File: src/rtl/mem_port_arbiter.sv
// mem_port_arbiter
//   Shares the single SRAM/UART memory port between NUM_PORTS requesters
//   (IF, MEM, and later DMA/debug). One request is latched at a time and
//   driven to the MMU with a req/ack handshake. When the access finishes,
//   the owning port gets a one-cycle done pulse, or an err pulse if the
//   memory never answered. Read data is captured into rdata.
//
//   Port summary:
//     clk, rst            clock, asynchronous active-high reset
//     req_valid/we        per-port request and write flag
//     req_addr/wdata/be   flattened per-port buses, port i uses slice i
//     req_done/req_err    per-port one-cycle completion / timeout pulses
//     req_stall           per-port hold signal for the pipeline stages
//     rdata               read data of the last completed read
//     mem_req/we/addr/... latched access presented to the MMU
//     mem_ack/mem_rdata   MMU completion handshake and read data
//
//   Build option: define ARB_ROUND_ROBIN_EN to select round-robin
//   arbitration. Without it, the lowest requesting index always wins.
module mem_port_arbiter #(
    parameter int NUM_PORTS = 2,
    parameter int ADDR_W    = 32,
    parameter int DATA_W    = 32,
    parameter int TIMEOUT   = 255
) (
    input  logic                              clk,
    input  logic                              rst,
    input  logic [NUM_PORTS-1:0]              req_valid,
    input  logic [NUM_PORTS-1:0]              req_we,
    input  logic [NUM_PORTS*ADDR_W-1:0]       req_addr,
    input  logic [NUM_PORTS*DATA_W-1:0]       req_wdata,
    input  logic [NUM_PORTS*(DATA_W/8)-1:0]   req_be,
    output logic [NUM_PORTS-1:0]              req_done,
    output logic [NUM_PORTS-1:0]              req_err,
    output logic [NUM_PORTS-1:0]              req_stall,
    output logic [DATA_W-1:0]                 rdata,
    output logic                              mem_req,
    output logic                              mem_we,
    output logic [ADDR_W-1:0]                 mem_addr,
    output logic [DATA_W-1:0]                 mem_wdata,
    output logic [DATA_W/8-1:0]               mem_be,
    input  logic                              mem_ack,
    input  logic [DATA_W-1:0]                 mem_rdata
);

    localparam int BE_W   = DATA_W / 8;
    localparam int CNT_W  = (TIMEOUT > 0) ? $clog2(TIMEOUT + 1) : 1;
    localparam int PORT_W = (NUM_PORTS > 1) ? $clog2(NUM_PORTS) : 1;

    typedef enum logic {
        IDLE = 1'b0,
        BUSY = 1'b1
    } state_t;

    state_t               state_q, state_d;
    logic [NUM_PORTS-1:0] grant_q, grant_d;
    logic [NUM_PORTS-1:0] done_q, done_d;
    logic [NUM_PORTS-1:0] err_q, err_d;
    logic                 mem_req_q, mem_req_d;
    logic                 mem_we_q, mem_we_d;
    logic [ADDR_W-1:0]    mem_addr_q, mem_addr_d;
    logic [DATA_W-1:0]    mem_wdata_q, mem_wdata_d;
    logic [BE_W-1:0]      mem_be_q, mem_be_d;
    logic [DATA_W-1:0]    rdata_q, rdata_d;
    logic [CNT_W-1:0]     cnt_q, cnt_d;
    logic                 win_found;
    logic [PORT_W-1:0]    win_idx;
    logic                 timeout_hit;
`ifdef ARB_ROUND_ROBIN_EN
    logic [PORT_W-1:0]    ptr_q, ptr_d;
    logic [PORT_W-1:0]    gidx_q, gidx_d;
    logic [PORT_W-1:0]    ptr_next;
    logic [PORT_W-1:0]    scan;
`endif

    // Winner selection. Round-robin scans upward from the pointer with
    // wrap-around. Fixed priority lets the lowest index win, so the MEM
    // stage on port 0 is never starved by instruction fetch.
    always_comb begin
        win_found = 1'b0;
        win_idx   = '0;
`ifdef ARB_ROUND_ROBIN_EN
        scan = ptr_q;
        for (int k = 0; k < NUM_PORTS; k++) begin
            scan = PORT_W'((int'(ptr_q) + k) % NUM_PORTS);
            if (!win_found && req_valid[scan]) begin
                win_found = 1'b1;
                win_idx   = scan;
            end
        end
`else
        for (int k = NUM_PORTS - 1; k >= 0; k--) begin
            if (req_valid[k]) begin
                win_found = 1'b1;
                win_idx   = PORT_W'(k);
            end
        end
`endif
    end

    // The timeout fires on the last allowed BUSY cycle. The TIMEOUT != 0
    // term disables the timeout entirely for memories that may stall forever.
    assign timeout_hit = (TIMEOUT != 0) && (cnt_q == CNT_W'(TIMEOUT - 1));

`ifdef ARB_ROUND_ROBIN_EN
    assign ptr_next = (gidx_q == PORT_W'(NUM_PORTS - 1)) ? '0 : gidx_q + 1'b1;
`endif

    // Next-state logic. Done/err are computed here and registered, so they
    // appear one cycle after the ack/timeout edge. The same edge drops mem_req.
    always_comb begin
        state_d     = state_q;
        grant_d     = grant_q;
        done_d      = '0;
        err_d       = '0;
        mem_we_d    = mem_we_q;
        mem_addr_d  = mem_addr_q;
        mem_wdata_d = mem_wdata_q;
        mem_be_d    = mem_be_q;
        rdata_d     = rdata_q;
        cnt_d       = cnt_q;
`ifdef ARB_ROUND_ROBIN_EN
        ptr_d       = ptr_q;
        gidx_d      = gidx_q;
`endif
        case (state_q)
            IDLE: begin
                if (win_found) begin
                    mem_we_d    = req_we[win_idx];
                    mem_addr_d  = req_addr[int'(win_idx)*ADDR_W +: ADDR_W];
                    mem_wdata_d = req_wdata[int'(win_idx)*DATA_W +: DATA_W];
                    mem_be_d    = req_be[int'(win_idx)*BE_W +: BE_W];
                    grant_d     = NUM_PORTS'(1) << win_idx;
                    cnt_d       = '0;
                    state_d     = BUSY;
`ifdef ARB_ROUND_ROBIN_EN
                    gidx_d      = win_idx;
`endif
                end
            end
            BUSY: begin
                // Saturating counter, so a long stall can never wrap around.
                if (cnt_q != '1) begin
                    cnt_d = cnt_q + 1'b1;
                end
                // Ack is checked first, so it wins when it lands on the timeout cycle.
                if (mem_ack) begin
                    if (!mem_we_q) begin
                        rdata_d = mem_rdata;
                    end
                    done_d  = grant_q;
                    state_d = IDLE;
`ifdef ARB_ROUND_ROBIN_EN
                    ptr_d   = ptr_next;
`endif
                end else if (timeout_hit) begin
                    err_d   = grant_q;
                    state_d = IDLE;
`ifdef ARB_ROUND_ROBIN_EN
                    ptr_d   = ptr_next;
`endif
                end
            end
            default: state_d = IDLE;
        endcase
        mem_req_d = (state_d == BUSY);
    end

    // State and output registers. Reset is asynchronous, so mem_req drops
    // as soon as rst rises and any in-flight access is dropped silently.
    always_ff @(posedge clk or posedge rst) begin
        if (rst) begin
            state_q     <= IDLE;
            grant_q     <= '0;
            done_q      <= '0;
            err_q       <= '0;
            mem_req_q   <= 1'b0;
            mem_we_q    <= 1'b0;
            mem_addr_q  <= '0;
            mem_wdata_q <= '0;
            mem_be_q    <= '0;
            rdata_q     <= '0;
            cnt_q       <= '0;
`ifdef ARB_ROUND_ROBIN_EN
            ptr_q       <= '0;
            gidx_q      <= '0;
`endif
        end else begin
            state_q     <= state_d;
            grant_q     <= grant_d;
            done_q      <= done_d;
            err_q       <= err_d;
            mem_req_q   <= mem_req_d;
            mem_we_q    <= mem_we_d;
            mem_addr_q  <= mem_addr_d;
            mem_wdata_q <= mem_wdata_d;
            mem_be_q    <= mem_be_d;
            rdata_q     <= rdata_d;
            cnt_q       <= cnt_d;
`ifdef ARB_ROUND_ROBIN_EN
            ptr_q       <= ptr_d;
            gidx_q      <= gidx_d;
`endif
        end
    end

    assign req_done  = done_q;
    assign req_err   = err_q;
    assign req_stall = req_valid & ~done_q & ~err_q;
    assign rdata     = rdata_q;
    assign mem_req   = mem_req_q;
    assign mem_we    = mem_we_q;
    assign mem_addr  = mem_addr_q;
    assign mem_wdata = mem_wdata_q;
    assign mem_be    = mem_be_q;

endmodule

File: config.mk
export PLATFORM = sky130hd
export DESIGN_NAME = mem_port_arbiter
export DESIGN_NICKNAME = d
export VERILOG_FILES = /design/src/rtl/mem_port_arbiter.sv
export SDC_FILE = /design/constraint.sdc
export NUM_CORES = 1
export LEC_CHECK = 0
export CAP_MARGIN = 5
export CORE_UTILIZATION = 36
export DETAILED_ROUTE_END_ITERATION = 6
export PLACE_DENSITY = 0.75
export SYNTH_ARGS = -nofsm -noshare
export SYNTH_HDL_FRONTEND = slang
export SYNTH_SLANG_ARGS = --single-unit
File: constraint.sdc
create_clock -name clk -period 4.4 [get_ports clk]
set_clock_uncertainty 0.1 [all_clocks]
set_input_delay 0.88 -clock clk [delete_from_list [all_inputs] [get_ports clk]]
set_output_delay 0.88 -clock clk [all_outputs]
set_load 0.01 [all_outputs]
==> results.sh, run 1 <==
export IMPL_outcome="complete, no violations"
export IMPL_grt_pass1_vias=5024
export IMPL_p_comb_frac=0.361
export IMPL_hold_path_cell_count=2
export IMPL_power_leakage_nw=3.67
export IMPL_rows=43
export IMPL_tritoncts_num_sinks=116
export IMPL_crit_required_ns=3.42
export IMPL_worst_max_slew_pin_slew_ns=1.09
export IMPL_vias=4832
export IMPL_cts_hold_buffers_added=0
export IMPL_critical_path_arrival_ns=2.15
export IMPL_drc=0
export IMPL_clkTransAtPathRegs_ns=0.05
export IMPL_clock_latency_ns=0.42
export IMPL_slew_headroom=0.271
export IMPL_layout_worst_path_cycle_share=0.712
export IMPL_htree_levels=4
export IMPL_die_outline_height_um=122
export IMPL_grt_use_total=0.227
export IMPL_drt_iter0_markers=284
export IMPL_clock_share_of_power=0.281
export IMPL_setup_reg_to_reg_worst_slack_ns=2.00
export IMPL_worst_path_buf_inv=2
export IMPL_mappedNetlistArea_um2=5140
export IMPL_hold_path_class="register to register"
export IMPL_setup_tns_final_ns=0
export IMPL_clock_fmax_mhz=319
export IMPL_post_route_util=0.622
export IMPL_timing_critical_path_slowest_cell_delay_ns=0.60
export IMPL_kind_of_start_point_of_the_critical_path="primary input"
export IMPL_clock_root_buffer="clkbuf_16"
export IMPL_place_gp_congestion=0.796
export IMPL_cts_setup_buffers=0
export IMPL_cts_path_max_buffers=2
export IMPL_tritoncts_clock_tree="built"
export IMPL_critPathTopFamily="buffers and inverters"
export IMPL_intPower_mw=3.37
export IMPL_post_synthesis_cells=482
export IMPL_postRouteAntennaNets=0
export IMPL_global_route_overflow_total=0
export IMPL_timing_hold_worst_start="mem_wdata[12]"
export IMPL_final_max_slew_violation_count=0
export IMPL_final_setup_viol_count=0
export IMPL_end_kind="output port"
export IMPL_synth_seq_area_share=0.564
export IMPL_power_ir_vdd_worst_v=0.000244
export IMPL_synthesis_area_per_instance_um2=10.7
export IMPL_port_buffer_count=282
export IMPL_worstRegToRegCells=2
export IMPL_first_pass_grt_wire_length_um=25500
export IMPL_floorplan_initialDensity=0.369
export IMPL_crit_reg2reg_launch="mem_req"
export IMPL_fraction_of_final_layout_cells_with_drive_strength_greater_than_1=0.102
export IMPL_average_detailed_routed_wire_length_per_instance_um=17.6
export IMPL_cts_buffers=17
export IMPL_power_density_nw_per_um2=557
export IMPL_final_nets=926
export IMPL_coreArea_um2=13900
export IMPL_critical_path_slowest_cell="clkdlybuf4s50_1"
export IMPL_hold_path_endpoint="mem_wdata[12]"
export IMPL_place_hpwl_um=11600
export IMPL_hold_violations=0
export IMPL_ios=283
export IMPL_chipWidth_um=122
export IMPL_grt_setup_unrepaired="false"
export IMPL_yosys_warnings=0
export IMPL_final_fill_count=1102
export IMPL_p_sw_frac=0.301
export IMPL_period_minus_slack_ns=3.13
export IMPL_pin_count_of_the_biggest_net_entering_global_routing=71
export IMPL_number_of_antenna_violations_at_the_first_check_in_global_routing=0
export IMPL_synth_net_count=659
export IMPL_fp_dieArea_um2=14800
export IMPL_timing_worst_setup_path_type="primary input to output port"
export IMPL_timing_max_cap_violations=0
export IMPL_design_power_total_mw=4.82
export IMPL_finalHoldWorstSlack_ns=0.375
export IMPL_power_share_sequential=0.358
export IMPL_post_cts_resized=0
export IMPL_avgViaCountPerCell=5.13
export IMPL_path_cells="buf_4 > nor3b_1 > clkdlybuf4s50_1"
export IMPL_drt_first_pass_iters=7
export IMPL_synth_ff_latch_count=116
export IMPL_path_max_fanout=35
export IMPL_route_final_wire_length_um=16500
export IMPL_switching_power_mw=1.45
export IMPL_synth_cell_types=35
export IMPL_r2r_end="rdata[21]"
export IMPL_layout_area_overhead_vs_synth_pct=68.5
export IMPL_antenna_cells_inserted=0
-- worst max path at each step --
stage | startpoint | cells after the start | slack (ns) | endpoint
CTS | req_valid[0] | 3 | 1.28 | req_stall[0]
global route | req_valid[0] | 3 | 1.23 | req_stall[0]
global placement | req_valid[1] | 6 | 1.32 | mem_addr[31]
detailed placement | req_valid[1] | 5 | 1.13 | mem_addr[6]
floorplan | rst | 1 | 0.35 | cnt_q[0]
finish | req_valid[0] | 3 | 1.27 | req_stall[0]
-- cells in the final DEF, fill, tap and decap left out, drive strengths merged --
cell type | synthesis | routed
nand3b | 1 | 1
and3b | 28 | 28
nand3 | 6 | 6
nand2 | 73 | 73
a31o | 1 | 1
a31oi | 2 | 2
a21oi | 31 | 31
dfrtp | 116 | 116
inv | 7 | 7
and3 | 2 | 2
o211ai | 7 | 7
clkdlybuf4s50 | 0 | 281
a41oi | 1 | 1
ha | 2 | 2
nand2b | 2 | 2
buf | 25 | 6
o31a | 1 | 1
a22o | 1 | 1
or3 | 3 | 3
nand4 | 1 | 1
o21bai | 1 | 1
nor4 | 1 | 1
mux2 | 33 | 33
o21ai | 71 | 71
nor3 | 1 | 1
nor2b | 1 | 1
nor3b | 2 | 2
or4 | 3 | 3
a22oi | 41 | 41
clkinv | 0 | 4
clkbuf | 14 | 23
bufinv | 0 | 2
nor2 | 2 | 2
and2 | 2 | 2
clkinvlp | 0 | 3
-- state kept, by name (all words and copies together) (netlist names) --
signal,cells
mem_addr,32
mem_wdata,32
rdata,32
cnt_q,8
mem_be,4
grant_q,2
req_done,2
req_err,2
mem_req,1
mem_we,1
-- synth_stat cells, drive strengths merged --
cell / instances / share of area
nand3b: 1 / 0.0022
inv: 7 / 0.0051
ha: 2 / 0.0049
and3: 2 / 0.0024
nand4: 1 / 0.0041
dfrtp: 116 / 0.56
a41oi: 1 / 0.0017
a22o: 1 / 0.0017
nor4: 1 / 0.0012
nand2b: 2 / 0.0024
o21bai: 1 / 0.0015
a31oi: 2 / 0.0024
mux2: 33 / 0.073
nor3b: 2 / 0.0029
nor3: 1 / 0.00097
nor2b: 1 / 0.0012
nand3: 6 / 0.0058
nor2: 2 / 0.0015
a21oi: 31 / 0.030
or3: 3 / 0.0039
o211ai: 7 / 0.010
nand2: 73 / 0.053
buf: 25 / 0.024
clkbuf: 14 / 0.010
and3b: 28 / 0.048
or4: 3 / 0.0044
a31o: 1 / 0.0017
a22oi: 41 / 0.060
o21ai: 71 / 0.069
o31a: 1 / 0.0034
and2: 2 / 0.0024
-- per-stage QoR --
| stage | instance area, um^2 | setup slack (ns) | cells |
|---|---|---|---|
| 2_1_floorplan | 5140 | 0.348 | 482 |
| 3_3_place_gp | 8080 | 1.32 | 910 |
| 3_5_place_dp | 8080 | 1.13 | 910 |
| 4_1_cts | 8660 | 1.28 | 942 |
| 5_1_grt | 8660 | 1.23 | 942 |
| 6_report | 8660 | 1.27 | 942 |
-- kinds of logic (layout without fill, tap and decap cells) --
logic type                 count (synthesis)  in the layout  synth area share
buffers and inverters                     46            326            0.0396
and+or+nand+nor                          128            128             0.136
adders and majority gates                  2              2           0.00486
AOI/OAI and AO/OA                        157            157             0.182
DFF                                      116            116             0.564
muxes                                     33             33            0.0730
-- power by group through the flow --
| stage | clock network [mW] | logic [mW] | registers (mW) |
|---|---|---|---|
| detailed placement | 0 | 1.76 | 1.74 |
| global placement | 0 | 1.73 | 1.72 |
| finish | 1.35 | 1.74 | 1.73 |
| global route | 1.42 | 1.89 | 1.78 |
| CTS | 1.37 | 1.77 | 1.73 |
| floorplan | 0 | 0.531 | 1.86 |
-- worst min-delay path, cell delays in order, from the launching register on --
cell,delay [ns]
dfrtp_1,0.34
nand2_1,0.04
o21ai_0,0.06
-- final cells by class --
type	instances	area (um^2)	share of cell area
Multi-Input combinational cell	320	2060	0.237
Clock buffer	23	478	0.0552
Inverter	7	28.8	0.00332
Sequential cell	116	2900	0.335
Tap cell	180	225	0.0260
Clock inverter	9	103	0.0118
Timing Repair Buffer	287	2870	0.331
-- layer usage --
layer  GRT usage  wire, um  vias to the layer above
li1            -         -                     2263
met1       0.259      6530                     2320
met2       0.387      8240                      209
met3      0.0726      1270                       40
met4       0.106       501                        0
met5           0         0                        -
(Power assumes the default switching activity.)
==> run 2, diff against run 1 <==
- CORE_UTILIZATION: 36 -> 35
- PLACE_DENSITY: 0.75 -> 0.77
- clock period: 4.4 -> 2.7 ns (I/O delays scaled with it)
==> run 2 against run 1 <==
Compared with the run above:
- sequential power increased by 62%
- combinational power increased by 66%
- sequential share of layout area decreased by 0.51 points
- register-to-register slack got worse by 1.1 ns
- hold slack improved by 0.0024 ns
- largest cell class is now non-clock buffers
==> results.sh, run 2 (synthesis results as in run 1) <==
export IMPL_power_density_nw_per_um2=922
export IMPL_vias=4847
export IMPL_final_setup_viol_count=0
export IMPL_global_route_overflow_total=0
export IMPL_pin_count_of_the_biggest_net_entering_global_routing=70
export IMPL_tritoncts_num_sinks=116
export IMPL_average_detailed_routed_wire_length_per_instance_um=17.7
export IMPL_design_power_total_mw=8.11
export IMPL_outcome="complete, no violations"
export IMPL_intPower_mw=5.77
export IMPL_grt_setup_unrepaired="false"
export IMPL_final_nets=934
export IMPL_switching_power_mw=2.34
export IMPL_place_hpwl_um=12200
export IMPL_cts_setup_buffers=0
export IMPL_final_max_slew_violation_count=0
export IMPL_timing_worst_setup_path_type="primary input to output port"
export IMPL_hold_violations=0
export IMPL_worst_max_slew_pin_slew_ns=0.633
export IMPL_kind_of_start_point_of_the_critical_path="primary input"
export IMPL_clock_root_buffer="clkbuf_16"
export IMPL_route_final_wire_length_um=16800
export IMPL_post_place_instance_area_um2=8160
export IMPL_clock_latency_ns=0.41
export IMPL_clkTransAtPathRegs_ns=0.05
export IMPL_tritoncts_clock_tree="built"
export IMPL_coreArea_um2=14100
export IMPL_clock_share_of_power=0.299
export IMPL_cts_hold_buffers_added=0
export IMPL_fraction_of_final_layout_cells_with_drive_strength_greater_than_1=0.113
export IMPL_die_outline_height_um=123
export IMPL_first_pass_grt_wire_length_um=25400
export IMPL_critical_path_arrival_ns=1.80
export IMPL_critPathTopFamily="buffers and inverters"
export IMPL_critical_path_slowest_cell="clkdlybuf4s50_1"
export IMPL_p_sw_frac=0.289
export IMPL_cpMostUsedCell="clkdlybuf4s50_1"
export IMPL_hold_path_class="register to register"
export IMPL_cts_path_max_buffers=2
export IMPL_cts_buffers=17
export IMPL_chipWidth_um=123
export IMPL_number_of_antenna_violations_at_the_first_check_in_global_routing=0
export IMPL_postRouteAntennaNets=0
export IMPL_antenna_cells_inserted=0
export IMPL_path_cells="clkdlybuf4s50_1 > nor3b_1 > clkdlybuf4s50_1"
export IMPL_avgViaCountPerCell=5.10
export IMPL_clock_fmax_mhz=410
export IMPL_ios=283
export IMPL_power_ir_vdd_worst_v=0.000436
export IMPL_post_route_util=0.624
export IMPL_floorplan_initialDensity=0.365
export IMPL_worst_path_buf_inv=2
export IMPL_grt_pass1_vias=4979
export IMPL_period_minus_slack_ns=2.44
export IMPL_layout_area_overhead_vs_synth_pct=71.1
export IMPL_drt_first_pass_iters=4
export IMPL_drt_iter0_markers=227
export IMPL_grt_use_total=0.225
export IMPL_final_cell_mix="clkdlybuf4s50_1 (281), dfrtp_1 (115), nand2_1 (73)"
export IMPL_crit_required_ns=2.06
export IMPL_layout_worst_path_cycle_share=0.904
export IMPL_place_gp_congestion=0.759
export IMPL_setup_tns_final_ns=0
export IMPL_postLayoutCellArea_um2=8800
export IMPL_port_buffer_count=282
export IMPL_drc=0
export IMPL_power_share_sequential=0.346
export IMPL_timing_max_cap_violations=0
export IMPL_p_comb_frac=0.355
export IMPL_timing_critical_path_slowest_cell_delay_ns=0.57
export IMPL_post_cts_resized=0
export IMPL_htree_levels=4
export IMPL_power_leakage_nw=3.75
export IMPL_path_max_fanout=2
export IMPL_rows=43
export IMPL_slew_headroom=0.578
export IMPL_fp_dieArea_um2=15200
export IMPL_end_kind="output port"
export IMPL_layout_commonest_cell="clkdlybuf4s50_1"
## run 2: through the flow
stage	cells	hold WS (ns)	setup WS, ns
6_report	950	0.377	0.261
5_1_grt	950	0.398	0.222
4_1_cts	950	0.382	0.251
3_5_place_dp	918	0.370	0.239
3_3_place_gp	918	0.361	0.280
2_1_floorplan	482	0.369	0.647
## run 2: worst reg2reg max path: cells and delay by family, from the launching register on
family | cells | cell delay (ns)
buffers and inverters | 1 | 0.49
AND/OR/NAND/NOR | 3 | 0.54
flip-flops | 1 | 0.64
## run 2: final timing paths
kind	start	end	slack, ns	cells after the start
max	req_valid[1]	req_stall[1]	0.26	3
min	mem_wdata[10]	mem_wdata[10]	0.38	2
max reg2reg	mem_req	req_err[1]	0.87	4
min reg2reg	mem_wdata[10]	mem_wdata[10]	0.38	2
max in group asynchronous	rst	mem_wdata[11]	1.41	3
min in group asynchronous	rst	mem_addr[22]	0.41	2
## run 2: per-layer routing
layer | share of wire | global-route usage | vias up
met3 | 0.089 | 0.0775 | 35
met4 | 0.030 | 0.108 | 0
li1 | - | - | 2285
met2 | 0.51 | 0.388 | 208
met5 | 0 | 0 | -
met1 | 0.38 | 0.246 | 2319
## run 2: cell type report
type,instances,area (um^2)
fill,1127,5300
timing repair buffer,295,2940
sequential,116,2900
multi-input combinational,320,2060
clock buffer,21,460
tap,180,225
clock inverter,11,180
inverter,7,30.0
## run 2: power groups by stage
stage | registers, mW | clock network, mW | logic (mW)
after floorplan | 3.04 | 0 | 0.866
after global placement | 2.78 | 0 | 2.85
after detailed placement | 2.82 | 0 | 2.91
after CTS | 2.81 | 2.47 | 2.92
after global routing | 2.89 | 2.56 | 3.12
final | 2.80 | 2.43 | 2.88
